### src/rtl/popcount_pkg.sv
// Shared definitions for the popcount frame accumulator: FSM encoding,
// legal per-byte count ceiling and default datapath widths.
package popcount_pkg;

    typedef enum logic [1:0] {
        IDLE = 2'd0,
        ACC  = 2'd1,
        HOLD = 2'd2
    } state_t;

    localparam int CNT_MAX   = 8;
    localparam int SUM_W_DEF = 16;
    localparam int LEN_W_DEF = 8;

    // Counts above the legal ceiling contribute as the ceiling itself.
    function automatic logic [7:0] clamp_cnt(input logic [7:0] cnt);
        logic [7:0] res;
        if (cnt > 8'd8) begin
            res = 8'd8;
        end else begin
            res = cnt;
        end
        return res;
    endfunction

endpackage

### src/rtl/popcount_frame_acc_sat_add.sv
// Saturating W-bit adder: clips to all-ones on carry-out and flags it.
module sat_add #(
    parameter int W = 16
) (
    input  logic [W-1:0] a,
    input  logic [W-1:0] b,
    output logic [W-1:0] sum,
    output logic         ovf
);

    logic [W:0] full;

    // Wide add, then clip on carry.
    always_comb begin
        full = {1'b0, a} + {1'b0, b};
        ovf  = full[W];
        if (full[W]) begin
            sum = {W{1'b1}};
        end else begin
            sum = full[W-1:0];
        end
    end

endmodule

### src/rtl/popcount_frame_acc.sv
// Per-frame ones-count accumulator with a one-entry valid/ready summary buffer.
// Optional FRAME_ACC_HOT_EN adds a registered out_hot (final sum >= HOT_THRESH).
module popcount_frame_acc
    import popcount_pkg::*;
#(
    parameter int SUM_W      = SUM_W_DEF,
    parameter int LEN_W      = LEN_W_DEF,
    parameter int MAX_LEN    = 255,
    parameter int HOT_THRESH = 64
) (
    input  logic             clk,
    input  logic             reset,
    input  logic             in_valid,
    output logic             in_ready,
    input  logic [7:0]       in_cnt,
    input  logic             in_last,
    output logic             out_valid,
    input  logic             out_ready,
    output logic [SUM_W-1:0] out_sum,
    output logic [LEN_W-1:0] out_len,
    output logic [7:0]       out_max,
    output logic             out_err,
    output logic             out_hot
);

    if (MAX_LEN > (1 << LEN_W) - 1 || MAX_LEN < 1 || HOT_THRESH < 0 || SUM_W <= 8) begin : g_bad_params
        $error("popcount_frame_acc: illegal parameter combination");
    end

    state_t             state;
    state_t             next_state;
    logic [SUM_W-1:0]   acc_sum;
    logic [LEN_W-1:0]   acc_len;
    logic [7:0]         acc_max;
    logic               acc_err;

    logic               accept;
    logic [7:0]         cnt_c;
    logic               cnt_bad;
    logic [SUM_W-1:0]   base_sum;
    logic [LEN_W-1:0]   base_len;
    logic [7:0]         base_max;
    logic               base_err;
    logic [SUM_W-1:0]   new_sum;
    logic               sum_ovf;
    logic [LEN_W-1:0]   new_len;
    logic [7:0]         new_max;
    logic               forced;
    logic               new_err;
    logic               frame_end;

    assign accept  = in_valid && in_ready;
    assign cnt_c   = clamp_cnt(in_cnt);
    assign cnt_bad = (in_cnt > 8'd8);

    // A frame starts from zero in IDLE, so the same datapath serves load and accumulate.
    always_comb begin
        if (state == ACC) begin
            base_sum = acc_sum;
            base_len = acc_len;
            base_max = acc_max;
            base_err = acc_err;
        end else begin
            base_sum = {SUM_W{1'b0}};
            base_len = {LEN_W{1'b0}};
            base_max = 8'd0;
            base_err = 1'b0;
        end
    end

    sat_add #(.W(SUM_W)) u_sat_add (
        .a   (base_sum),
        .b   ({{(SUM_W-8){1'b0}}, cnt_c}),
        .sum (new_sum),
        .ovf (sum_ovf)
    );

    // Update candidates for this byte and frame-termination decision.
    always_comb begin
        new_len = base_len + {{(LEN_W-1){1'b0}}, 1'b1};
        if (cnt_c > base_max) begin
            new_max = cnt_c;
        end else begin
            new_max = base_max;
        end
        forced    = (new_len == LEN_W'(MAX_LEN));
        new_err   = base_err | cnt_bad | sum_ovf | forced;
        frame_end = in_last | forced;
    end

    // FSM state register.
    always_ff @(posedge clk) begin
        if (reset) begin
            state <= IDLE;
        end else begin
            state <= next_state;
        end
    end

    // FSM next-state logic.
    always_comb begin
        next_state = state;
        case (state)
            IDLE, ACC: begin
                if (accept) begin
                    next_state = frame_end ? HOLD : ACC;
                end else begin
                    next_state = state;
                end
            end
            HOLD: begin
                if (out_ready) begin
                    next_state = IDLE;
                end else begin
                    next_state = HOLD;
                end
            end
            default: next_state = IDLE;
        endcase
    end

    // Accumulators, handshake flags and the summary buffer.
    always_ff @(posedge clk) begin
        if (reset) begin
            in_ready  <= 1'b1;
            out_valid <= 1'b0;
            acc_sum   <= {SUM_W{1'b0}};
            acc_len   <= {LEN_W{1'b0}};
            acc_max   <= 8'd0;
            acc_err   <= 1'b0;
            out_sum   <= {SUM_W{1'b0}};
            out_len   <= {LEN_W{1'b0}};
            out_max   <= 8'd0;
            out_err   <= 1'b0;
        end else begin
            in_ready  <= (next_state != HOLD);
            out_valid <= (next_state == HOLD);
            if (accept) begin
                acc_sum <= new_sum;
                acc_len <= new_len;
                acc_max <= new_max;
                acc_err <= new_err;
                if (frame_end) begin
                    out_sum <= new_sum;
                    out_len <= new_len;
                    out_max <= new_max;
                    out_err <= new_err;
                end
            end
        end
    end

`ifdef FRAME_ACC_HOT_EN
    // Hot flag travels with the summary and drops when the buffer drains.
    always_ff @(posedge clk) begin
        if (reset) begin
            out_hot <= 1'b0;
        end else if (accept && frame_end) begin
            out_hot <= (new_sum >= SUM_W'(HOT_THRESH));
        end else if (state == HOLD && out_ready) begin
            out_hot <= 1'b0;
        end
    end
`else
    assign out_hot = 1'b0;
`endif

endmodule
### config.mk
export PLATFORM = sky130hd
export DESIGN_NAME = popcount_frame_acc
export DESIGN_NICKNAME = d
export VERILOG_FILES = /design/src/rtl/popcount_pkg.sv /design/src/rtl/popcount_frame_acc_sat_add.sv /design/src/rtl/popcount_frame_acc.sv
export SDC_FILE = /design/constraint.sdc
export NUM_CORES = 1
export LEC_CHECK = 0
export ABC_AREA = 0
export BUFFER_PORTS_ARGS = -buffer_cell sky130_fd_sc_hd__buf_2
export CORE_MARGIN = 5
export CORE_UTILIZATION = 50
export CTS_CLUSTER_DIAMETER = 80
export DETAILED_ROUTE_END_ITERATION = 6
export PLACE_DENSITY_LB_ADDON = 0.15
export SLEW_MARGIN = 5
export SYNTH_ARGS = -nofsm -noshare
export SYNTH_HDL_FRONTEND = slang
export SYNTH_SLANG_ARGS = --single-unit
### constraint.sdc
create_clock -name clk -period 8.7 [get_ports clk]
set_clock_uncertainty 0.05 [all_clocks]
set_input_delay 1.74 -clock clk [delete_from_list [all_inputs] [get_ports clk]]
set_output_delay 1.74 -clock clk [all_outputs]
set_load 0.02 [all_outputs]
After elaboration in Yosys (flattened, before gate mapping)
Index checks and enable logic that the tools add are counted.
- bits of input ports: 13
- output and inout bits: 36
- word-level logic and storage cells: 39
- flip-flop bits (word level): 70
- eq/ne operators: 5
- reduce and logical (&&, ||, !) cells: 4
- $lt $le $gt $ge: 2
- muxes and demuxes: 11
- bitwise operators: 4
- add/subtract/negate cells: 2
- operators by type and width (operator ; count):
    $mux W16 ; 2
    $mux W8 ; 4
    $add A16 B8 Y17 ; 1
    $add A8 B1 Y8 const B ; 1
    $eq A8 B8 Y1 const B ; 1
    $gt A8 B4 Y1 const B ; 1
    $gt A8 B8 Y1 ; 1
    $mux W2 ; 3
    $eq A2 B2 Y1 const B ; 2
    $or A1 B1 Y1 ; 4
    $pmux W2 S2 ; 1
    $eq A2 B1 Y1 const B ; 1
    $logic_not A2 Y1 ; 1
    $ne A2 B2 Y1 const B ; 1
    $reduce_and A2 Y1 ; 1
    $reduce_or A2 Y1 ; 1
    $logic_and A1 B1 Y1 ; 1
    $mux W1 ; 1

Depth between registers and ports, before layout
- depth in word-level cells: 9
- depth in mapped cells: 16
- mapped depth without buffers: 13

Cells and area by module
A second synthesis with hierarchy kept.
- cells, all modules: 485
- area total of the unflattened synthesis: 4006.3 sq um
- modules (own cells, without submodules) (module ; cells each ; times used ; sequential area each (sq um) ; area an instance (sq um)):
    popcount_frame_acc ; 369 ; 1 ; 1401.3 ; 3135.5
    sat_add ; 116 ; 1 ; 0.0 ; 870.8

Worst setup path after synthesis
Ideal clock, no wire load.
- kind: in2reg
- from: in in_cnt[6]
- to: reg acc_sum[14]
- buffers on the path: 1
- path slack: 4109 ps
- data required time: 8559 ps
- arrival: 4450 ps
- cell stages on the path: 13
- library setup time: 91 ps
- cell sequence: or4_4 > nor2_4 > nand2_1 > inv_1 > ha_1 > ha_1 > o211ai_1 > a2111oi_2 > a21oi_2 > nor2_4 > buf_4 > inv_1 > a311oi_1
- cells in the longest elaborated chain, start to end: 4
- RTL lines (element ; line ; source):
    start: declaration ; popcount_frame_acc.sv:15 ; input logic [7:0] in_cnt,
    $gt A8 B4 Y1 ; popcount_pkg.sv:18 ; if (cnt > 8'd8) begin
    $mux W8 * ; popcount_pkg.sv:18 ;
    $add A16 B8 Y17 * ; popcount_frame_acc_sat_add.sv:15 ; full = {1'b0, a} + {1'b0, b};
    $mux W16 * ; popcount_frame_acc_sat_add.sv:17 ; if (full[W]) begin
    end signal: assignment ; popcount_frame_acc.sv:127 ; acc_sum <= {SUM_W{1'b0}};
    end signal: assignment ; popcount_frame_acc.sv:139 ; acc_sum <= new_sum;
    end: declaration ; popcount_frame_acc.sv:32 ; logic [SUM_W-1:0] acc_sum;
Mark *: on every way between the ends. The rest lies on a longest branch, timed or not.
A chain may end at the register's enable or synchronous reset.

Worst setup path after layout
- from: in in_cnt[6]
- to: reg acc_sum[8]
The elaborated chain is that of the path after synthesis.

==> impl_results.md <==
- Outcome: complete, no violations
- Tot Pwr: 750 µW
- Die height: 101 µm
- Clk_lat worst skew: 0.36 ns
- Final WL: 11000 µm
- Non-filler cells in the finished layout: 672
- Num CTS Buffers: 9
- GRT busiest layer: met2
- Synth cell count leaders: 82 x nor2_1, 70 x dfxtp_1, 49 x nand2_1, 34 x nor3_1, 31 x a21oi_1
- DP HPWL: 7450 µm
- First-pass GRT wire length: 18300 µm
- Arrival time at the worst endpoint: 5.17 ns
- # IOs: 49
- Top-count cell post-synth: nor2_1
- Dominant cells by area after synthesis: dfxtp_1 34%, nor2_1 7.5%, nand2_1 4.5%
- Share of the synthesized area in the top cell type: 34.0%
- Std-Cell Rows: 33
- CTS tree: done
- Peak VDD IR: 0.0903 mV
- CP Launch Type: input pin
- Routed len/inst: 16.4 µm
- Number of synthesized flops with an enable pin: 0
- Min-Delay Path Class: reg -> reg
- Vias in the first global route: 3830
- Max Fclk: 202 MHz
- Max-cap violation count: 0
- Initial DRC count: 256
- Filler cells: 796
- Count of cells resized by post-cts repair: 0
- RSZ-0062 raised after global routing: false
- Clk root buf: clkbuf_8
- DRC Markers: 0
- Antenna violations before repair: 0
- Cells after Synth: 537
- Dpl cells: 656
- Tot GR Track Use: 22.4%
- Syn_area_per_cell: 7.67 µm²
- Slew at the pin with the worst max-slew slack: 0.883 ns
- Die W: 101 µm
- Final min period: 4.96 ns
- Asr flop ratio synth: 0%
- GR Util met3: 3.18%
- Met2 global-route usage: 36.6%
- Core Box Area: 8130 µm²
- Crit path capture type: flip-flop
- Mapped Area: 4120 µm²
- Htree depth: 3
- LEAKAGE: 1.74 nW
- Vias per cell: 5.96
- Nets: 587
- Yosys warning count: 0
- Final worst path period share: 57.0%
- Max-slew violations: 0
- DRT Pass-1 Iters: 5
- Max-slew headroom: 41.0%
- Clk sinks: 70
- Largest net degree at the start of global routing: 73
- Final GP Congestion: 0.869
- Met1 usage: 29.7%
- Post-DRT Antenna Nets: 0
- Share of cells above drive strength 1: 15.5%
- Port Buffers: 47
- PD cells: 164 nW/µm²
- Worst EP required: 8.91 ns
- Worst-path fanout max: 16
- Post-CTS Hold Buffers: 0
- Seq cells post-synth: 70
- Clock Pin Slew Worst Setup and Hold Paths: 0.08 ns
- Post-CTS Setup Inserts: 0
- Starting Density: 50.6%
- CTS max path bufs: 2
- Post-synth top area cell: dfxtp_1
- Area growth, synth to finish: 11.2%
- Grt total ovfl: 0
- Endpoints failing hold: 0
- Synth Flop Type: dfxtp_1
- ANT cells: 0
- Worst setup path class: in -> reg
- Die ar.: 10200 µm²
- Final setup TNS: 0 ns
- Distinct cells, synth: 66
- Final setup fails: 0
- Register area share after synthesis: 34.0%
- Via count: 4002
==> critical path, stage by stage <==
cell and delay (ns):
buf_2 0.11, or4_4 0.59, nor2_4 0.22, nand2_1 0.13, inv_1 0.09, ha_1 0.27, ha_1 0.30, o211ai_1 0.15
a2111oi_2 0.49, a21oi_2 0.22, nor2_4 0.40, nor2_1 0.13, a221oi_1 0.31
==> layout make-up <==
| type | count | area [µm²] | share of cell area [%] |
|---|---|---|---|
| timing repair buffer | 53 | 280 | 6.12 |
| inverter | 12 | 45.0 | 0.983 |
| tap | 105 | 131 | 2.87 |
| sequential | 70 | 1400 | 30.6 |
| multi-input combinational | 416 | 2500 | 54.6 |
| clock inverter | 6 | 92.6 | 2.02 |
| clock buffer | 10 | 128 | 2.79 |
==> worst paths after layout <==
| kind | start | to | slack [ns] | cells past startpoint |
|---|---|---|---|---|
| worst max register to register | state[0]$_SDFF_PP0_ | acc_sum[8]$_SDFFE_PP0P_ | 4.69 | 11 |
| worst min-delay path | out_len[5]$_SDFFE_PP0P_ | out_len[5]$_SDFFE_PP0P_ | 0.40 | 2 |
| worst min register to register | out_len[5]$_SDFFE_PP0P_ | out_len[5]$_SDFFE_PP0P_ | 0.40 | 2 |
| worst max-delay path | in_cnt[6] | acc_sum[8]$_SDFFE_PP0P_ | 3.74 | 13 |
==> power by group <==
group	total, mW	internal, mW	switching (mW)
combinational	0.100	0.0338	0.0662
sequential	0.348	0.335	0.0137
clock	0.302	0.164	0.138
==> cells in the final DEF, fill, tap and decap left out, types with 6 or more instances in the layout <==
cell / count
nand3_1: 25
nor3b_1: 6
and2_1: 8
nor2_1: 82
ha_1: 12
conb_1: 7
nand2_1: 49
or3_1: 8
mux2i_1: 8
nor3_1: 34
a21oi_1: 31
xnor2_1: 6
clkbuf_8: 9
dfxtp_1: 70
inv_1: 12
nand4_1: 6
xor2_1: 6
o21ai_0: 13
buf_4: 6
a211oi_1: 16
a311oi_1: 8
o211ai_1: 7
buf_2: 47
==> cells by family after synthesis <==
kind of cell | Yosys count | synth area share, %
AO/OA/AOI/OAI | 121 | 20.5
XOR/XNOR | 12 | 2.55
adder cells (fa/ha/maj) | 13 | 3.89
buffers and inverters | 57 | 5.92
flip-flops | 70 | 34.0
multiplexers | 9 | 2.22
other | 1 | 0.0911
AND/OR/NAND/NOR | 254 | 30.8
==> layer usage <==
metal / vias up / routed length [µm]
met5: - / 0
met4: 0 / 221
met3: 20 / 566
met2: 122 / 5170
met1: 1895 / 5060
li1: 1965 / -
==> metrics by stage <==
step	util (%)	cell area, µm²	hold WS [ns]	setup slack (ns)
after floorplan	-	4140	0.382	4.11
after global placement	53.6	4360	0.390	3.58
after detailed placement	53.6	4360	0.394	3.43
after CTS	56.3	4580	0.406	3.81
after global routing	56.3	4580	0.429	3.41
final	56.3	4580	0.402	3.74
==> state kept, by name, summed over array words and instances (netlist names), 2 cells and up <==
signal and flops:
acc_max 8, acc_sum 16, state 2, out_len 8, out_sum 16, out_max 8
acc_len 8
No activity file was read; power rests on OpenSTA's default activity.
